`src/rtl/rca_operand_sequencer_if.sv`:
```
// rca_operand_sequencer_if: operand, adder and result handshake bundle for the RCA sequencer
interface rca_operand_sequencer_if #(
    parameter int WIDTH = 16
);
    logic             inValid;
    logic             inReady;
    logic [WIDTH-1:0] inA;
    logic [WIDTH-1:0] inB;
    logic             inCin;
    logic [WIDTH-1:0] a;
    logic [WIDTH-1:0] b;
    logic             cIn;
    logic             En;
    logic [WIDTH-1:0] sUm;
    logic             cOut;
    logic             resValid;
    logic             resReady;
    logic [WIDTH-1:0] resSum;
    logic             resCout;
    logic             resOvf;

    modport master (
        output inValid, inA, inB, inCin, sUm, cOut, resReady,
        input  inReady, a, b, cIn, En, resValid, resSum, resCout, resOvf
    );

    modport slave (
        input  inValid, inA, inB, inCin, sUm, cOut, resReady,
        output inReady, a, b, cIn, En, resValid, resSum, resCout, resOvf
    );
endinterface

```
`src/rtl/rca_operand_sequencer.sv`:
```
// rca_operand_sequencer: registers operands onto the adder, waits for the carry chain, returns the result
module rca_operand_sequencer #(
    parameter int WIDTH         = 16,
    parameter int SETTLE_CYCLES = 4
) (
    input logic                   Clk,
    input logic                   Rs,
    rca_operand_sequencer_if.slave io
);
    typedef enum logic [1:0] {IDLE, SETTLE, DONE} state_t;

    localparam logic [7:0] CNT_INIT = 8'(SETTLE_CYCLES - 1);

    state_t           state_q, state_d;
    logic [7:0]       cnt_q, cnt_d;
    logic [WIDTH-1:0] a_q, a_d, b_q, b_d, res_sum_q, res_sum_d;
    logic             cin_q, cin_d, en_q, en_d;
    logic             res_cout_q, res_cout_d, res_ovf_q, res_ovf_d, res_valid_q, res_valid_d;
    logic             ovf;

    assign ovf = (a_q[WIDTH-1] == b_q[WIDTH-1]) && (io.sUm[WIDTH-1] != a_q[WIDTH-1]);

    // Next-state: accept in IDLE, count down while the carry chain settles, hold until consumed
    always_comb begin
        state_d     = state_q;
        cnt_d       = cnt_q;
        a_d         = a_q;
        b_d         = b_q;
        cin_d       = cin_q;
        en_d        = en_q;
        res_sum_d   = res_sum_q;
        res_cout_d  = res_cout_q;
        res_ovf_d   = res_ovf_q;
        res_valid_d = res_valid_q;
        unique case (state_q)
            IDLE: if (io.inValid) begin
                a_d     = io.inA;
                b_d     = io.inB;
                cin_d   = io.inCin;
                cnt_d   = CNT_INIT;
                en_d    = 1'b1;
                state_d = SETTLE;
            end
            SETTLE: if (cnt_q != 8'd0) begin
                cnt_d = cnt_q - 8'd1;
            end else begin
                res_sum_d   = io.sUm;
                res_cout_d  = io.cOut;
                res_ovf_d   = ovf;
                res_valid_d = 1'b1;
                en_d        = 1'b0;
                state_d     = DONE;
            end
            DONE: if (io.resReady) begin
                res_valid_d = 1'b0;
                state_d     = IDLE;
            end
            default: state_d = IDLE;
        endcase
    end

    // State and output registers; reset overrides any handshake in the same cycle
    always_ff @(posedge Clk) begin
        if (Rs) begin
            state_q     <= IDLE;
            cnt_q       <= '0;
            a_q         <= '0;
            b_q         <= '0;
            cin_q       <= 1'b0;
            en_q        <= 1'b0;
            res_sum_q   <= '0;
            res_cout_q  <= 1'b0;
            res_ovf_q   <= 1'b0;
            res_valid_q <= 1'b0;
        end else begin
            state_q     <= state_d;
            cnt_q       <= cnt_d;
            a_q         <= a_d;
            b_q         <= b_d;
            cin_q       <= cin_d;
            en_q        <= en_d;
            res_sum_q   <= res_sum_d;
            res_cout_q  <= res_cout_d;
            res_ovf_q   <= res_ovf_d;
            res_valid_q <= res_valid_d;
        end
    end

    assign io.inReady  = (state_q == IDLE);
    assign io.a        = a_q;
    assign io.b        = b_q;
    assign io.cIn      = cin_q;
    assign io.En       = en_q;
    assign io.resValid = res_valid_q;
    assign io.resSum   = res_sum_q;
    assign io.resCout  = res_cout_q;
    assign io.resOvf   = res_ovf_q;
endmodule

```
`src/flat_wrapper.sv`:
```
// flat-port wrapper written by rule: the top's interface ports become plain ports
module rca_operand_sequencer_flat 
#(
    parameter int WIDTH         = 16,
    parameter int SETTLE_CYCLES = 4
)
  (Clk, Rs, io_inValid, io_inA, io_inB, io_inCin, io_sUm, io_cOut, io_resReady, io_inReady, io_a, io_b, io_cIn, io_En, io_resValid, io_resSum, io_resCout, io_resOvf);
  rca_operand_sequencer_if #(.WIDTH(WIDTH)) io_i ();
  input logic Clk;
  input logic Rs;
  input wire logic [$bits(io_i.inValid)-1:0] io_inValid;
  input wire logic [$bits(io_i.inA)-1:0] io_inA;
  input wire logic [$bits(io_i.inB)-1:0] io_inB;
  input wire logic [$bits(io_i.inCin)-1:0] io_inCin;
  input wire logic [$bits(io_i.sUm)-1:0] io_sUm;
  input wire logic [$bits(io_i.cOut)-1:0] io_cOut;
  input wire logic [$bits(io_i.resReady)-1:0] io_resReady;
  output wire logic [$bits(io_i.inReady)-1:0] io_inReady;
  output wire logic [$bits(io_i.a)-1:0] io_a;
  output wire logic [$bits(io_i.b)-1:0] io_b;
  output wire logic [$bits(io_i.cIn)-1:0] io_cIn;
  output wire logic [$bits(io_i.En)-1:0] io_En;
  output wire logic [$bits(io_i.resValid)-1:0] io_resValid;
  output wire logic [$bits(io_i.resSum)-1:0] io_resSum;
  output wire logic [$bits(io_i.resCout)-1:0] io_resCout;
  output wire logic [$bits(io_i.resOvf)-1:0] io_resOvf;
  assign io_i.inValid = io_inValid;
  assign io_i.inA = io_inA;
  assign io_i.inB = io_inB;
  assign io_i.inCin = io_inCin;
  assign io_i.sUm = io_sUm;
  assign io_i.cOut = io_cOut;
  assign io_i.resReady = io_resReady;
  assign io_inReady = io_i.inReady;
  assign io_a = io_i.a;
  assign io_b = io_i.b;
  assign io_cIn = io_i.cIn;
  assign io_En = io_i.En;
  assign io_resValid = io_i.resValid;
  assign io_resSum = io_i.resSum;
  assign io_resCout = io_i.resCout;
  assign io_resOvf = io_i.resOvf;
  rca_operand_sequencer #(.WIDTH(WIDTH), .SETTLE_CYCLES(SETTLE_CYCLES)) u_core (.Clk(Clk), .Rs(Rs), .io(io_i));
endmodule
```
`config.mk`:
```
export PLATFORM = sky130hd
export DESIGN_NAME = rca_operand_sequencer_flat
export DESIGN_NICKNAME = d
export VERILOG_FILES = /design/src/rtl/rca_operand_sequencer_if.sv /design/src/rtl/rca_operand_sequencer.sv /design/src/flat_wrapper.sv
export SDC_FILE = /design/constraint.sdc
export NUM_CORES = 1
export LEC_CHECK = 0
export BUFFER_PORTS_ARGS = -buffer_cell sky130_fd_sc_hd__buf_4
export CORE_MARGIN = 5
export CORE_UTILIZATION = 46
export CTS_CLUSTER_DIAMETER = 150
export DETAILED_ROUTE_END_ITERATION = 6
export MAX_ROUTING_LAYER = met4
export PLACE_DENSITY_LB_ADDON = 0.2
export SLEW_MARGIN = 20
export SYNTH_ARGS = -nofsm -noshare
export SYNTH_HDL_FRONTEND = slang
export SYNTH_SLANG_ARGS = --single-unit
```
`constraint.sdc`:
```
create_clock -name Clk -period 2.2 [get_ports Clk]
set_clock_uncertainty 0.2 [all_clocks]
set_input_delay 0.44 -clock Clk [delete_from_list [all_inputs] [get_ports Clk]]
set_output_delay 0.44 -clock Clk [all_outputs]
set_load 0.01 [all_outputs]
```
== After elaboration in Yosys (flattened, before gate mapping) ==
Index checks and enable logic that the tools add are counted.

* Add/subtract/negate cells: 1
* Equality and inequality tests: 8
* Mux-type cells: 13
* Bitwise gates (word level): 1
* Reductions and logical operators: 11

{| class="wikitable"
|+ Operators by type and width
! kind !! number
|-
| two-way mux 8 bit || 2
|-
| case mux 8 bit (2 select lines) || 1
|-
| AND reduction 3 bit || 4
|-
| nonzero test 8 bit || 1
|-
| subtractor 8 x 1 -> 8 bit, second input constant || 1
|-
| two-way mux 2 bit || 3
|-
| inequality test 2 bit, second input constant || 3
|-
| case mux 2 bit (3 select lines) || 1
|-
| two-way mux 1 bit || 4
|-
| case mux 1 bit (2 select lines) || 2
|-
| AND reduction 2 bit || 2
|-
| nonzero test 2 bit || 2
|-
| == test 2 x 1 -> 1 bit, second input constant || 1
|-
| == test 2 bit, second input constant || 1
|-
| logical NOT 2 bit || 1
|-
| inequality test 2 x 1 -> 1 bit, second input constant || 1
|-
| == test 1 bit || 1
|-
| logical AND 1 bit || 1
|-
| inequality test 1 bit || 1
|-
| inverter 1 bit || 1
|}

* Flip-flop bits (word level): 63
* Input port bits: 54
* Output and inout port bits: 54
* Word-level logic and storage cells: 44

== Logic depth before layout (Yosys ltp) ==
Gate-level depths: netlist of run 1.

* Depth in word-level cells: 3
* Gate-level depth with buffers: 7
* Depth with buffers taken out: 6

== Least setup slack after synthesis of run 1 ==
No wires, ideal clock.

* Path type: flip-flop to flip-flop
* From: register u_core.cnt_q[0]
* To: register u_core.cnt_q[7]
* Library setup time: 0.070 ns
* Arrival time: 1.511 ns
* Required time: 1.930 ns
* Slack: 0.419 ns
* Stages on the path, launching flop included: 7
* Buffers on the path: 0
* Period minus slack after synthesis: 1.781 ns
* Cells stage by stage: dfxtp_1 > inv_1 > ha_1 > nor4bb_1 > a21o_1 > or4b_1 > a21oi_1

* Cells in the longest elaborated chain, start to end: 3
* Elaborated cells on any way between the ends: 6
* Classes of those cells: add/sub (1); eq/ne (1); mux (2); reduce/logical (2)

{| class="wikitable"
|+ Ends and longest elaborated chain
! element !! line !! RTL
|-
| start: declaration || rca_operand_sequencer.sv:15 || <nowiki>logic [7:0] cnt_q, cnt_d;</nowiki>
|-
| start signal: assignment || rca_operand_sequencer.sv:77 || <nowiki>cnt_q <= cnt_d;</nowiki>
|-
| subtractor 8 x 1 -> 8 bit / nonzero test 8 bit (equally long branches) || rca_operand_sequencer.sv:45, rca_operand_sequencer.sv:44 ||
|-
| two-way mux 8 bit / inequality test 2 x 1 -> 1 bit (equally long branches) || -- ||
|-
| case mux 8 bit (2 select lines) / AND reduction 3 bit (equally long branches) || -- ||
|}

Several ways; a longest one is shown, not always the timed one. The select of a mux whose other input is x is not followed.
A chain may end at the register's enable or synchronous reset.

== Worst setup path in the final report of run 1 ==
Ends and elaborated chain as after synthesis.

==> flow_metrics.py, run 1 <==
metrics = {
    "run_status": {
        "run_status": "completed",
    },
    "worst_setup_path": {
        "cp_slowest_stage_delay_ns": 0.53,
        "cp_data_required_time_ns": 2.26,
        "crit_path_max_fanout": 12,
        "crit_chain": "inv_1 -> ha_1 -> nor4bb_1 -> a21o_1 -> or4b_1 -> a21oi_1",
        "worst_setup_path_start_kind": "flop",
        "cp.arrival_ns": 2.08,
        "critPathCaptureType": "flop",
        "critical_path_class": "flop to flop",
        "critPathSlowestCell": "or4b_1",
    },
    "synthesis": {
        "synthDistinctLibCells": 28,
        "synthDominantAreaCellType": "dfxtp_1",
        "ys_seq_area_share_pct": 53.7,
        "synth_fp_nets": 328,
        "synth_edf_count": 0,
        "avgSynthCellArea_um2": 8.64,
        "synth_warnings": 0,
        "postSynth.asyncResetShare_pct": 0,
        "number_of_standard_cells_after_synthesis": 272,
        "post-synth-top-area-fraction_pct": 53.7,
        "synth_area_um2": 2350,
        "yosys_register_bits": 63,
        "synthFlopType": "dfxtp_1",
        "synth_area_leaders": "dfxtp_1 54%, nand2_1 11%, a21oi_1 8.9%, mux2i_1 7.7%, nor2_1 3.5%",
    },
    "pwr": {
        "worst_ir_drop_vdd_uv": 700,
        "seq_pwr_share_pct": 43.5,
        "power_leakage_nw": 1.64,
        "power_report.internal_total_w": 0.00222,
        "sw_frac_of_total_pct": 30.3,
        "comb_power_share_pct": 26.7,
        "clkPwrFrac_pct": 29.8,
        "power-per-cell-area_nw_per_um2": 933,
        "net-switching-power_w": 0.000965,
    },
    "clock_tree": {
        "clk_pin_slew_ns": 0.07,
        "tritoncts_num_sinks": 63,
        "cts.root.buffer_cell": "clkbuf_8",
        "cts_made_buffers": 9,
        "cts-resized-gates": 0,
        "cts.repair_timing.setup_buffer_count": 0,
        "tritoncts": "yes",
        "ctsHtreeMaxLevel": 3,
        "clk-insertion-delay-late_ns": 0.33,
        "cts_hold_buf": 0,
        "max-clock-path-buffers": 2,
    },
    "timing": {
        "hold_violations": 0,
        "finalCritPeriodShare_pct": 91.8,
        "timing_worst_slew_pin_value_ns": 0.476,
        "timing.fmax_ghz": 0.495,
        "grt_setup_unrepaired": "no",
        "timing.final.max_slew_violations": 0,
        "fin_setup_tns_ns": 0,
        "layout_min_cycle_time_ns": 2.02,
        "finalSetupViolCount": 0,
        "final_worst_slack_ns": 0.181,
        "worst_slew_margin_rel_pct": 68.2,
    },
    "floorplan": {
        "die_area_um2": 6640,
        "num_io_pins": 108,
        "dieHeight_um": 81.5,
        "floorplan.die.width_um": 81.5,
        "number_of_standard_cell_rows_in_the_floorplan": 26,
        "initial_core_util_pct": 46.6,
        "area_of_the_core_um2": 5040,
    },
    "place": {
        "dp_cells": 439,
        "preCtsSetupSlack_ns": 0.188,
        "portBuffers": 107,
        "dpl_cell_area_um2": 3230,
        "gp_congestion": 0.828,
        "post_detail_place_hpwl_um": 4140,
    },
    "route": {
        "final_routed_drc_violation_total": 0,
        "route.final.wire_length_um": 5810,
        "drt-wirelength-per-cell_um": 12.8,
        "post_detailed_route_via_to_cell_ratio": 4.79,
        "initialDrtViolationCount": 113,
        "final_antenna_net_count": 0,
        "num_vias": 2180,
        "drt_first_pass_iters": 4,
    },
    "final_layout": {
        "layoutNonFillerInstCount": 455,
        "synthToLayoutAreaGrowth_pct": 45.5,
        "final_common_cell": "buf_4",
        "fillCellCount": 430,
        "design_area_um2": 3420,
        "post_route_cells_drive_above_1_share_pct": 33.5,
        "insertedDiodeCount": 0,
        "layout_nets": 436,
        "mostFrequentLayoutCells": "112 x buf_4, 70 x nand2_1, 63 x dfxtp_1, 42 x a21oi_1, 22 x nor2_1",
        "post-route-util_pct": 67.8,
    },
    "flow_run": {
        "cap_violations": 0,
    },
    "grt": {
        "first_pass_grt_wire_length_um": 8950,
        "grt_antenna_before_repair": 0,
        "grt_use_total_pct": 18.3,
        "grt_start_max_net_pins": 39,
        "first_global_vias": 2071,
        "overflow": 0,
    },
    "worst_hold_path": {
        "worst_min_delay_path_class": "input port to flop",
    },
}
[critical path: cells and delay by family (launching register included)]
| kind | cells | cell delay, ns |
|---|---|---|
| fa+ha+maj | 1 | 0.20 |
| flops | 1 | 0.33 |
| buf+inv | 1 | 0.08 |
| simple gates | 2 | 0.68 |
| compound gates | 2 | 0.45 |
[routing by layer]
layer  vias up  track usage, %  share of wire (%)
li1       1121               -                  -
met1       986            20.2                 42
met2        66            29.3                 48
met3         7            7.24                8.3
met4         0            7.60                1.2
met5         -               -                  0
[cell families (layout without fill, tap and decap cells)]
logic type | count (synthesis) | after routing | share of synthesized area, %
buffers and inverters | 20 | 133 | 3.57
multiplexers | 18 | 18 | 7.67
flip-flops | 63 | 63 | 53.7
AND/OR/NAND/NOR | 115 | 115 | 21.6
AO/OA/AOI/OAI | 53 | 53 | 12.0
XOR/XNOR | 1 | 1 | 0.373
adder cells (fa/ha/maj) | 2 | 2 | 1.06
[flip-flops by register name, indices dropped and copies added (netlist names)]
signal,count
u_core.io.resCout,1
u_core.io.resValid,1
u_core.cnt_q,8
u_core.io.resSum,16
u_core.io.resOvf,1
u_core.io.cIn,1
u_core.io.En,1
u_core.io.a,16
u_core.state_q,2
u_core.io.b,16
[final timing paths]
check,from,to,slack [ns],cells after the start
setup / recovery,u_core.cnt_q[0],u_core.cnt_q[7],0.18,6
hold / removal,io_sUm[3],u_core.io.resSum[3],0.13,3
hold reg to reg,u_core.io.a[11],u_core.io.a[11],0.26,2
setup reg to reg,u_core.cnt_q[0],u_core.cnt_q[7],0.18,6
[metrics by stage]
step / total power [W] / hold WS, ns
after detailed placement: 0.00226 / 0.247
after CTS: 0.00323 / 0.118
after floorplan: 0.00191 / 0.260
after global placement: 0.00224 / 0.243
final: 0.00319 / 0.128
after global routing: 0.00338 / 0.116
[power groups by stage]
| stage | clock, W | combinational (W) | sequential, W |
|---|---|---|---|
| after floorplan | 0 | 0.000466 | 0.00144 |
| after global placement | 0 | 0.000838 | 0.00140 |
| after detailed placement | 0 | 0.000854 | 0.00141 |
| after CTS | 0.000979 | 0.000861 | 0.00139 |
| after global routing | 0.00103 | 0.000944 | 0.00141 |
| final | 0.000952 | 0.000850 | 0.00139 |
[area by class of cell]
cell class,instances,area [um2],area share [%]
multi-input combinational,189,1000,29.4
timing repair buffer,113,861,25.2
inverter,4,15.0,0.439
tap,70,87.6,2.56
clock inverter,6,61.3,1.79
sequential,63,1260,36.9
clock buffer,10,128,3.73
[synth_stat cells (2+ instances only)]
master     n
o21ai_0    4
buf_2      7
nand2_1   70
ha_1       2
or3_1      6
dfxtp_1   63
clkbuf_1   9
nor3_1     5
a211oi_1   3
inv_1      4
a21oi_1   42
mux2i_1   18
nand2b_1   2
and2_1     2
nor2_1    22
Note: power is estimated with default switching activity, not from simulation.
==> inputs of run 2 (changes only) <==
- ABC_AREA: not set -> 1
==> run 2 against run 1 <==
Compared with the run above: die area grew 2.0%; sequential power hardly changed; worst hold slack gained 0.027 ns; clock power up 18%; global-route usage rose by 0.95 points; largest cell class unchanged.
==> flow_metrics.py, run 2 <==
metrics = {
    "route": {
        "final_routed_drc_violation_total": 0,
        "initialDrtViolationCount": 112,
        "post_detailed_route_via_to_cell_ratio": 4.77,
        "route.final.wire_length_um": 6060,
        "drt_first_pass_iters": 4,
        "drt-wirelength-per-cell_um": 12.3,
        "num_vias": 2344,
        "final_antenna_net_count": 0,
    },
    "final_layout": {
        "mostFrequentLayoutCells": "112 x buf_4, 75 x nor2_1, 63 x dfxtp_1, 35 x o21ai_0, 34 x nand2_1",
        "synthToLayoutAreaGrowth_pct": 43.7,
        "fillCellCount": 461,
        "insertedDiodeCount": 0,
        "layout_nets": 472,
        "post_route_cells_drive_above_1_share_pct": 32.3,
        "final_common_cell": "buf_4",
    },
    "floorplan": {
        "number_of_standard_cell_rows_in_the_floorplan": 26,
        "dieHeight_um": 82.3,
        "num_io_pins": 108,
        "initial_core_util_pct": 47.1,
        "die_area_um2": 6770,
        "area_of_the_core_um2": 5110,
        "floorplan.die.width_um": 82.3,
    },
    "worst_setup_path": {
        "critical_path_class": "flop to flop",
        "worst_r2r_path_depth": 8,
        "critical_path_s_top_delay_family": "simple AND/OR/NAND/NOR gates",
        "worst_setup_path_start_kind": "flop",
        "critPathCaptureType": "flop",
        "critical_path_depth": 8,
        "critPathSlowestCell": "dfxtp_1",
        "cp.arrival_ns": 1.78,
        "cp_slowest_stage_delay_ns": 0.30,
        "crit_path_max_fanout": 12,
        "path_buf_inv": 2,
        "cp_data_required_time_ns": 2.26,
        "crit_chain": "inv_1 -> ha_1 -> nand2_1 -> o21ai_2 -> nand2_2 -> inv_1 -> nand2_1 -> a21oi_1",
    },
    "worst_hold_path": {
        "min_delay_path_depth": 3,
        "worst_min_delay_path_class": "input port to flop",
    },
    "timing": {
        "worst_slew_margin_rel_pct": 64.7,
        "fin_setup_tns_ns": 0,
        "layout_min_cycle_time_ns": 1.72,
        "timing_worst_slew_pin_value_ns": 0.528,
        "final_worst_slack_ns": 0.480,
        "finalSetupViolCount": 0,
        "finalCritPeriodShare_pct": 78.2,
        "hold_violations": 0,
        "grt_setup_unrepaired": "no",
        "timing.final.max_slew_violations": 0,
        "timing.fmax_ghz": 0.581,
    },
    "grt": {
        "first_pass_grt_wire_length_um": 9800,
        "first_global_vias": 2314,
        "grt_use_total_pct": 19.2,
        "grt_antenna_before_repair": 0,
        "overflow": 0,
        "grt_start_max_net_pins": 33,
    },
    "run_status": {
        "run_status": "completed",
    },
    "synthesis": {
        "ys_seq_area_share_pct": 52.5,
        "post-synth-top-area-fraction_pct": 52.5,
        "avgSynthCellArea_um2": 7.70,
        "synthAdderAreaFrac_pct": 1.04,
        "synthDistinctLibCells": 20,
        "synthMostInstantiatedCell": "nor2_1",
        "share_of_synthesized_area_spent_on_multiplexers_pct": 0,
        "synthFlopType": "dfxtp_1",
        "synth_top_cells_by_count": "75 x nor2_1, 63 x dfxtp_1, 35 x o21ai_0, 34 x nand2_1, 31 x a21oi_1",
        "synth_edf_count": 0,
        "post_synth_and_or_nand_nor_area_fraction_pct": 24.9,
        "fraction_of_synthesized_cell_area_in_xor_and_xnor_cells_pct": 0.364,
        "postSynth.asyncResetShare_pct": 0,
        "number_of_standard_cells_after_synthesis": 312,
        "synthDominantAreaCellType": "dfxtp_1",
        "synth_area_leaders": "dfxtp_1 52%, nor2_1 12%, o21ai_0 7.3%, a21oi_1 6.5%, nand2_1 5.3%",
        "synth_area_um2": 2400,
        "combinational_family_with_the_most_area_after_synthesis": "simple AND/OR/NAND/NOR gates",
        "synth-compound-area-share_pct": 14.1,
        "synth_fp_nets": 368,
        "yosys_register_bits": 63,
        "synth_warnings": 0,
    },
    "flow_run": {
        "cap_violations": 0,
    },
    "clock_tree": {
        "cts-resized-gates": 0,
        "cts_made_buffers": 9,
        "tritoncts_num_sinks": 63,
        "clk-insertion-delay-late_ns": 0.33,
        "cts.root.buffer_cell": "clkbuf_8",
        "ctsHtreeMaxLevel": 3,
        "max-clock-path-buffers": 2,
        "cts_hold_buf": 0,
        "tritoncts": "yes",
        "clk_pin_slew_ns": 0.07,
        "cts.repair_timing.setup_buffer_count": 0,
    },
    "pwr": {
        "seq_pwr_share_pct": 40.5,
        "comb_power_share_pct": 26.3,
        "worst_ir_drop_vdd_uv": 514,
        "clkPwrFrac_pct": 33.2,
        "sw_frac_of_total_pct": 30.6,
        "total_power_w": 0.00339,
        "net-switching-power_w": 0.00104,
        "power-per-cell-area_nw_per_um2": 981,
        "power_report.internal_total_w": 0.00235,
        "power_leakage_nw": 1.58,
    },
    "place": {
        "gp_congestion": 0.753,
        "preCtsSetupSlack_ns": 0.462,
        "portBuffers": 107,
        "post_detail_place_hpwl_um": 4450,
    },
}
run 2: cell count changes after synthesis, moves of 5 or more:
cell,previous run,this run
a21oi_1,42,31
inv_1,4,15
buf_4,0,5
mux2i_1,18,0
nor2_1,22,75
nand2_1,70,34
o21ai_0,4,35
or3_1,6,0
nand3_1,1,24
run 2: area by class of cell:
cell class                 count  area (um2)  share of cell area (%)
multi-input combinational    214         972                    28.2
sequential                    63        1260                    36.5
inverter                      16        60.1                    1.74
clock inverter                 6        93.8                    2.72
timing repair buffer         112         841                    24.3
clock buffer                  10         138                    3.99
tap                           70        87.6                    2.54
run 2: worst min-delay path, delay by kind of cell:
family	cells	cell delay, ns
buffers and inverters	1	0.07
AO/OA/AOI/OAI	1	0.07
AND/OR/NAND/NOR	1	0.07
run 2: per-layer routing:
| layer | global-route usage, % | vias to the layer above | part of all wire, % |
|---|---|---|---|
| met2 | 30.8 | 95 | 46 |
| met5 | - | - | 0 |
| met1 | 21.6 | 1025 | 42 |
| li1 | - | 1218 | - |
| met3 | 6.51 | 6 | 11 |
| met4 | 8.64 | 0 | 1.2 |
run 2: per-stage QoR:
step	cell area, um2	cells	utilization [%]	hold slack (ns)
after floorplan	2400	312	-	0.251
after global placement	3220	475	63.1	0.249
after detailed placement	3220	475	63.1	0.255
after CTS	3450	491	67.6	0.140
after global routing	3450	491	67.6	0.153
final	3450	491	67.6	0.155
run 2: final timing paths:
path	startpoint	end	slack, ns
worst min-delay path	io_inA[11]	u_core.io.a[11]	0.16
worst max-delay path	u_core.cnt_q[0]	u_core.cnt_q[4]	0.48
worst max register to register	u_core.cnt_q[0]	u_core.cnt_q[4]	0.48
worst min register to register	u_core.io.resSum[5]	u_core.io.resSum[5]	0.26
run 2: power by group through the flow:
stage	Combinational [W]	Sequential, W	Clock, W
CTS	0.000902	0.00137	0.00115
global placement	0.000884	0.00139	0
floorplan	0.000517	0.00144	0
global route	0.00102	0.00139	0.00120
finish	0.000890	0.00137	0.00112
detailed placement	0.000898	0.00140	0
run 2: cells by family (layout without fill, tap and decap cells):
| logic type | after synthesis | count (layout) |
|---|---|---|
| buf+inv | 35 | 144 |
| simple gates | 144 | 144 |
| compound gates | 67 | 67 |
| xor+xnor | 1 | 1 |
| flops | 63 | 63 |
| fa+ha+maj | 2 | 2 |
